$ cat src/rtl/exe_div_ctrl_pkg.sv
// rtl/exe_div_ctrl_pkg.sv - shared cpu constants for the EXE-stage divider
// Holds the divider FSM encoding, the div_op one-hot bit positions and the
// ID-to-EXE bus field width they are carried in.
package exe_div_ctrl_pkg;

   // Width of the mul_div_op field on the ID-to-EXE bus; the divider uses bits [3:0].
   localparam int MUL_DIV_OP_WD = 4;

   // div_op one-hot order matches mul_div_op[3:0]: {div_w, mod_w, div_wu, mod_wu}
   localparam int DIV_W_BIT  = 3;
   localparam int MOD_W_BIT  = 2;
   localparam int DIV_WU_BIT = 1;
   localparam int MOD_WU_BIT = 0;

   typedef enum logic [1:0] {
      S_IDLE = 2'd0,
      S_CALC = 2'd1,
      S_FIX  = 2'd2,
      S_DONE = 2'd3
   } div_state_t;

endpackage

$ cat src/rtl/exe_div_ctrl_if.sv
// rtl/exe_div_ctrl_if.sv - EXE-stage to divider request/result bundle
// master: EXE stage (drives div_req, div_op, src1, src2, flush, out_allowin)
// slave : divider   (drives busy, res_valid, result)
interface exe_div_ctrl_if
   import exe_div_ctrl_pkg::*;
#(
   parameter int DW = 32
);
   logic                     div_req;
   logic [MUL_DIV_OP_WD-1:0] div_op;
   logic [DW-1:0]            src1;
   logic [DW-1:0]            src2;
   logic                     flush;
   logic                     out_allowin;
   logic                     busy;
   logic                     res_valid;
   logic [DW-1:0]            result;

   modport master (
      output div_req, div_op, src1, src2, flush, out_allowin,
      input  busy, res_valid, result
   );

   modport slave (
      input  div_req, div_op, src1, src2, flush, out_allowin,
      output busy, res_valid, result
   );
endinterface

$ cat src/rtl/exe_div_ctrl_div_step.sv
// rtl/exe_div_ctrl_div_step.sv - one restoring shift-subtract iteration
// rem_in      : current partial remainder (DW+1 bits)
// dividend_bit: next dividend bit shifted into the remainder
// divisor     : divisor magnitude
// rem_out     : partial remainder after this iteration
// q_bit       : quotient bit produced by this iteration
module div_step #(
   parameter int DW = 32
) (
   input  logic [DW:0]   rem_in,
   input  logic          dividend_bit,
   input  logic [DW-1:0] divisor,
   output logic [DW:0]   rem_out,
   output logic          q_bit
);
   logic [DW:0] rem_sh;
   logic [DW:0] rem_sub;

   assign rem_sh  = {rem_in[DW-1:0], dividend_bit};
   assign rem_sub = rem_sh - {1'b0, divisor};
   // A set rem_in[DW] means the true shifted value overflows DW+1 bits, so it
   // is certainly at least the divisor.
   assign q_bit   = rem_in[DW] | (rem_sh >= {1'b0, divisor});
   assign rem_out = q_bit ? rem_sub : rem_sh;
endmodule

$ cat src/rtl/exe_div_ctrl.sv
// rtl/exe_div_ctrl.sv - multi-cycle signed/unsigned divider for the EXE stage
// clk   : clock, rising edge
// reset : synchronous active-high reset
// div   : slave side of exe_div_ctrl_if (request, operands, flush, out_allowin
//         in; busy, res_valid, result out)
// Flow: IDLE -> CALC (32 steps) -> FIX (sign correction) -> DONE (hold result).
module exe_div_ctrl
   import exe_div_ctrl_pkg::*;
#(
   parameter int DW = 32
) (
   input  logic          clk,
   input  logic          reset,
   exe_div_ctrl_if.slave div
);
   localparam int CW = $clog2(DW);

   div_state_t               state;
   logic [CW-1:0]            cnt;
   logic [MUL_DIV_OP_WD-1:0] op;
   logic                     neg_q;
   logic                     neg_r;
   logic                     div_zero;
   logic [DW:0]              rem;
   logic [DW-1:0]            quo;
   logic [DW-1:0]            dvs;
   logic [DW-1:0]            result_q;

   logic          is_signed;
   logic          a_neg;
   logic          b_neg;
   logic [DW:0]   step_rem;
   logic          step_q;

   // Magnitudes are taken only for the signed ops.
   assign is_signed = div.div_op[DIV_W_BIT] | div.div_op[MOD_W_BIT];
   assign a_neg     = is_signed & div.src1[DW-1];
   assign b_neg     = is_signed & div.src2[DW-1];

   // quo starts as the dividend and shifts left each step: its MSB feeds the
   // remainder while the new quotient bit enters at the LSB.
   div_step #(.DW(DW)) u_step (
      .rem_in      (rem),
      .dividend_bit(quo[DW-1]),
      .divisor     (dvs),
      .rem_out     (step_rem),
      .q_bit       (step_q)
   );

   always_ff @(posedge clk) begin
      if (reset) begin
         state    <= S_IDLE;
         cnt      <= '0;
         op       <= '0;
         neg_q    <= 1'b0;
         neg_r    <= 1'b0;
         div_zero <= 1'b0;
         rem      <= '0;
         quo      <= '0;
         dvs      <= '0;
         result_q <= '0;
      end else if (div.flush) begin
         state <= S_IDLE;
      end else begin
         case (state)
            S_IDLE: begin
               if (div.div_req) begin
                  op       <= div.div_op;
                  neg_q    <= a_neg ^ b_neg;
                  neg_r    <= a_neg;
                  div_zero <= (div.src2 == '0);
                  quo      <= a_neg ? -div.src1 : div.src1;
                  dvs      <= b_neg ? -div.src2 : div.src2;
                  rem      <= '0;
                  cnt      <= '0;
                  state    <= S_CALC;
               end
            end
            S_CALC: begin
               rem <= step_rem;
               quo <= {quo[DW-2:0], step_q};
               cnt <= cnt + CW'(1);
               if (cnt == CW'(DW - 1)) begin
                  state <= S_FIX;
               end
            end
            S_FIX: begin
               // A zero divisor already yields an all-ones quotient and a
               // remainder of |src1|; the dividend-sign fixup on the remainder
               // restores src1 exactly, so only the quotient is forced.
               if (op[DIV_W_BIT] | op[DIV_WU_BIT]) begin
                  if (div_zero) begin
                     result_q <= '1;
                  end else begin
                     result_q <= neg_q ? -quo : quo;
                  end
               end else if (op[MOD_W_BIT] | op[MOD_WU_BIT]) begin
                  result_q <= neg_r ? -rem[DW-1:0] : rem[DW-1:0];
               end else begin
                  result_q <= '0;
               end
               state <= S_DONE;
            end
            S_DONE: begin
               if (div.out_allowin) begin
                  state <= S_IDLE;
               end
            end
            default: state <= S_IDLE;
         endcase
      end
   end

   assign div.busy      = (state != S_IDLE);
   assign div.res_valid = (state == S_DONE);
   assign div.result    = result_q;
endmodule

$ cat src/flat_wrapper.sv
// flat-port wrapper written by rule: the top's interface ports become plain ports
module exe_div_ctrl_flat import exe_div_ctrl_pkg::*;
#(
   parameter int DW = 32
)
  (clk, reset, div_div_req, div_div_op, div_src1, div_src2, div_flush, div_out_allowin, div_busy, div_res_valid, div_result);
  exe_div_ctrl_if #(.DW(DW)) div_i ();
  input  logic clk;
  input  logic reset;
  input wire logic [$bits(div_i.div_req)-1:0] div_div_req;
  input wire logic [$bits(div_i.div_op)-1:0] div_div_op;
  input wire logic [$bits(div_i.src1)-1:0] div_src1;
  input wire logic [$bits(div_i.src2)-1:0] div_src2;
  input wire logic [$bits(div_i.flush)-1:0] div_flush;
  input wire logic [$bits(div_i.out_allowin)-1:0] div_out_allowin;
  output wire logic [$bits(div_i.busy)-1:0] div_busy;
  output wire logic [$bits(div_i.res_valid)-1:0] div_res_valid;
  output wire logic [$bits(div_i.result)-1:0] div_result;
  assign div_i.div_req = div_div_req;
  assign div_i.div_op = div_div_op;
  assign div_i.src1 = div_src1;
  assign div_i.src2 = div_src2;
  assign div_i.flush = div_flush;
  assign div_i.out_allowin = div_out_allowin;
  assign div_busy = div_i.busy;
  assign div_res_valid = div_i.res_valid;
  assign div_result = div_i.result;
  exe_div_ctrl #(.DW(DW)) u_core (.clk(clk), .reset(reset), .div(div_i));
endmodule
$ cat config.mk
export PLATFORM = sky130hd
export DESIGN_NAME = exe_div_ctrl_flat
export DESIGN_NICKNAME = d
export VERILOG_FILES = /design/src/rtl/exe_div_ctrl_pkg.sv /design/src/rtl/exe_div_ctrl_if.sv /design/src/rtl/exe_div_ctrl_div_step.sv /design/src/rtl/exe_div_ctrl.sv /design/src/flat_wrapper.sv
export SDC_FILE = /design/constraint.sdc
export NUM_CORES = 1
export LEC_CHECK = 0
export ABC_AREA = 1
export CORE_ASPECT_RATIO = 0.5
export CORE_MARGIN = 2
export CORE_UTILIZATION = 30
export DETAILED_ROUTE_END_ITERATION = 10
export PLACE_DENSITY = 0.56
export SETUP_SLACK_MARGIN = 0.4
export SLEW_MARGIN = 10
export SYNTH_ARGS = -nofsm -noshare
export SYNTH_HDL_FRONTEND = slang
export SYNTH_SLANG_ARGS = --single-unit
$ cat constraint.sdc
create_clock -name clk -period 2.05 [get_ports clk]
set_input_delay 0.41 -clock clk [delete_from_list [all_inputs] [get_ports clk]]
set_output_delay 0.41 -clock clk [all_outputs]
set_load 0.03 [all_outputs]
==> results <==
- The run finished, with violations left.
- The final reports fail on setup timing.
- The number of global-route vias before repair is 14261.
- The hold violation count in the final report is 0.
- The end point of the worst hold path is u_core.op[2]$_SDFFE_PP0P_.
- The die span in y is 147 µm.
- The global-route wire length before repair is 76200 µm.
- The count of nets left with antenna violations once routing finished came out at 0.
- The total power draw is 0.0102 W.
- The mux contribution to synthesized area is 0.
- The share of cells above drive strength 1 is 0.372.
- The proportion of register bits with asynchronous set or reset after synthesis is 0.
- The switching fraction of total power is 0.369.
- The initial antenna violation count is 0.
- Setup violations remaining at the end of the flow were counted as 33.
- After floorplanning, the core was divided into 52 placement rows.
- Prior to clock tree synthesis, the placed netlist has a worst setup slack of -260 ps.
- The share of total power dissipated in combinational logic is 0.405.
- The sequential standard cell area is 2970 µm².
- The width of the chip is 290 µm.
- The count of placed standard cells including taps is 2971.
- The final critical-path required period is 2120 ps.
- The worst slack on hold paths is about 240 ps.
- The area growth from synthesis to layout is 64.7%.
- The detailed-routing iteration count for the pre-antenna-repair pass is 8.
- In this run, post-CTS hold repair placed 0 buffers.
- The post-detailed-placement half-perimeter wirelength is 36100 µm.
- The largest net degree at the start of global routing is 86.
- The number of enable flip-flop cells after synthesis is 0.
- The startpoint identified for the worst register-to-register timing path is u_core.dvs[8]$_SDFFE_PP0P_.
- The fill cell instance count of the final layout is 3967.
- Of the total power, the clock network draws 0.298.
- The final wirelength is 49800 µm.
- Excluding fillers, the count of instances in the completed layout stands at 3107.
- The CTS clock-pin slew for the worst setup and hold paths is 60 ps.
- The analysis attributes to net switching a power of 0.00378 W.
- The synthesized netlist occupies a cell area of roughly 12000 µm².
- After synthesis, the largest family of logic cells by area is simple AND/OR/NAND/NOR gates.
- Synthesis handed over a netlist of 2122 instances.
- Max-cap violations in this run came to 0.
- The floorplan step defined a die boundary enclosing 42500 µm².
- The kind of start point of the critical path is a register.
- Dividing the detail-routed via count by the number of cells gives ~5.
- The global route total overflow is 0.
- In the post-route analysis, the smallest setup slack over all paths is -73.8 ps.
- Setup repair after global routing could not meet its margin everywhere.
- Of the available clock period, the critical path in the final layout requires 1.04.
- Counting instances in the post-synthesis netlist gives the leading cell types as sky130_fd_sc_hd__nand2_1 (548), sky130_fd_sc_hd__inv_1 (324), sky130_fd_sc_hd__nor2_1 (227), sky130_fd_sc_hd__nand3_1 (202), sky130_fd_sc_hd__a21oi_1 (149).
- The overall via count from detail_route is 15427.
- The post-synthesis area per instance is 5.77 µm².
- The number of max-slew violations in the final report is 0.
- The most frequently used flop master after synthesis is sky130_fd_sc_hd__dfxtp_1.
- The total clock sinks is 143.
- The most frequently used cell type in the post-synthesis netlist is sky130_fd_sc_hd__nand2_1.
- Of the total power, registers draw 0.296.
- Setup slack on the worst reg-to-reg path comes out at -70 ps.
- In this run the deepest clock path goes through 2 buffers.
- The measured slew at the worst slew-check pin is about 540 ps.
- The type of the most critical hold path is in -> reg.
- The root buffer selected by CTS is sky130_fd_sc_hd__clkbuf_16.
- The endpoint identified for the worst register-to-register timing path is u_core.rem[26]$_SDFFE_PP0P_.
- The clock tree from TritonCTS is yes.
- The worst reg2reg path depth is 13.
- After synthesis, the cell types taking the most area are sky130_fd_sc_hd__dfxtp_1 (23%), sky130_fd_sc_hd__nand2_1 (17%), sky130_fd_sc_hd__inv_1 (9.9%).
- Walking the worst path, the cells encountered are inv_2 -> ha_4 -> buf_4 -> nand2_4 -> nor2_4 -> nand4_1 -> o21ai_2 -> inv_4 -> nand2_8 -> buf_6 -> nand2_1 -> nand3_1 -> a21oi_1.
- The tightest slew margin relative to the limit is 0.638.
- Counting the buffers created by CTS gives 17.
- After synthesis the netlist holds a flip-flop and latch count of 143.
- The count of unique library cells instantiated by Yosys is 45.
- The sequential element share of the synthesized area is 0.234.
- For this run, design rule violations remaining after detail routing come to 0.
- CTS built an H-tree with a depth of 4.
- The compound-gate portion of the synthesized area is 0.181.
- The cell count of the worst hold path is 3.
- The share of Yosys cell area claimed by the top area cell type is 0.234.
- The core region is slightly above 40000 µm².
- The cell with the biggest individual delay on the critical path is sky130_fd_sc_hd__dfxtp_2.
- The clock network latency to the later pin of the worst-skew pair is 450 ps.
- The number of nets at the end of the flow is roughly 2700.
- The category of the most critical setup path is reg -> reg.
- Summing all multi-input logic gate instances after layout gives 10000 µm².
- The starting utilization of the core area is 0.303.
- The cell type with the highest aggregate area in the netlist is sky130_fd_sc_hd__dfxtp_1.
- 107 I/O pins were placed.
- The total inserted antenna cells is 0.
- The total nets after synthesis is 2238.
- Static timing analysis puts the maximum clock frequency at 0.471 GHz.
- The source of the worst hold timing path is div_div_op[2].
- The analysis attributes to cell leakage a power of 9.55 nW.
- The xor and xnor fraction of the mapped netlist area is 0.0279.
- The launching element of the worst setup path is u_core.dvs[8]$_SDFFE_PP0P_.
- The all-layer global routing usage is 0.226.
- In this run the power density over the cells is 508 nW/µm².
- VDD sags by at most between 0.0006 and 0.0007 V.
- At the end of routability-driven placement, the weighted congestion stood at roughly 0.95.
- The count of input and output buffers is 106.
- The required time at the endpoint of the critical path is about 2400 ps.
- The worst setup path is captured at a register.
- The end-of-flow core utilization is 0.500.
- At the worst endpoint, the arrival time is around 2500 ps.
- The maximum fanout along the worst path is 7.
- The initial DRC count is 1231.
- Dividing the detail-routed wire length by the instance count gives 16.0 µm.
- During synthesis, Yosys emitted a total of 0 warnings.
- Of the total synthesized cell area, the portion taken by full adders, half adders and majority gates is 0.0446.
- Of the total synthesized cell area, the portion taken by AND, OR, NAND and NOR gates is 0.379.
- Cell internal power was estimated by the tool at 0.00645 W.
- For this run, the slowest stage of the critical path takes 350 ps.
- The worst clock skew on the final layout is 11.1 ps.
-- timing repair --
| item | 4_1_cts | 5_1_grt |
|---|---|---|
| setup buffers | 52 | 38 |
| pin swaps | 115 | 140 |
| endpoints found under the setup margin | 138 | 143 |
| gates resized for setup | 375 | 327 |
| gates cloned | 6 | 8 |
-- worst max-delay path: cells and delay by family, from the launching register on --
kind	cells	cell delay (ps)
flops	1	350
buf+inv	4	420
fa+ha+maj	1	280
simple gates	6	630
compound gates	2	310
-- worst max-delay path by stage --
stage | endpoint | slack [ps] | depth (start not counted)
2_1_floorplan | u_core.rem[32]$_SDFFE_PP0P_ | 200 | 14
3_3_place_gp | u_core.dvs[27]$_SDFFE_PP0P_ | -230 | 9
3_5_place_dp | u_core.quo[18]$_SDFFE_PP0P_ | -260 | 13
4_1_cts | u_core.rem[3]$_SDFFE_PP0P_ | -5 | 16
5_1_grt | u_core.rem[10]$_SDFFE_PP0P_ | -170 | 13
6_report | u_core.rem[26]$_SDFFE_PP0P_ | -70 | 13
-- flip-flops by register name (all words and copies together) (netlist names) --
| register | cells |
|---|---|
| u_core.div.result | 32 |
| u_core.op | 4 |
| u_core.quo | 32 |
| u_core.neg_q | 1 |
| u_core.div_zero | 1 |
| u_core.state | 2 |
| u_core.neg_r | 1 |
| u_core.dvs | 32 |
| u_core.cnt | 5 |
| u_core.rem | 33 |
-- cells by family after synthesis --
logic type               count (synthesis)
adder cells (fa/ha/maj)                 43
buffers and inverters                  410
XOR/XNOR                                39
flip-flops                             143
AND/OR/NAND/NOR                       1084
AO/OA/AOI/OAI                          403
-- through the flow --
step                      instance area (µm²)  TNS (ps)
final                                   20200     -1430
after global routing                    20200     -5090
after CTS                               18600     -13.4
after detailed placement                16500     -7490
after global placement                  16500     -6800
after floorplan                         12900         0
-- metal layers --
layer	vias up	global-route usage	share of wire
met5	-	0	0
met4	0	0.0715	0.032
met3	73	0.0293	0.052
met2	398	0.362	0.45
met1	7173	0.314	0.46
li1	7783	-	-
-- cells in the final DEF, fill, tap and decap left out, drive strengths merged, types with 34 or more instances in the layout --
| master | synthesis | final |
|---|---|---|
| nand2 | 551 | 551 |
| buf | 22 | 380 |
| inv | 330 | 332 |
| nor2 | 235 | 235 |
| nand3 | 204 | 204 |
| a21oi | 149 | 149 |
| o21ai | 145 | 145 |
| dfxtp | 143 | 143 |
| clkdlybuf4s50 | 0 | 52 |
| ha | 42 | 42 |
| a31oi | 42 | 42 |
| nor3 | 34 | 34 |
-- power groups by stage --
stage	clock (W)	combinational (W)	sequential, W
finish	0.00305	0.00415	0.00303
global route	0.00324	0.00450	0.00305
CTS	0.00311	0.00368	0.00302
detailed placement	0	0.00323	0.00307
global placement	0	0.00322	0.00307
floorplan	0	0.00185	0.00309
-- final cells by class --
cell class / count / share of cell area
clock buffers: 22 / 0.0245
clock inverters: 10 / 0.00385
inverters: 332 / 0.0655
multi-input cells: 1569 / 0.498
flip-flops and latches: 143 / 0.147
well taps: 540 / 0.0335
repair buffers: 489 / 0.225
repair inverters: 2 / 0.00230
Note: power is estimated with default switching activity, not from simulation.
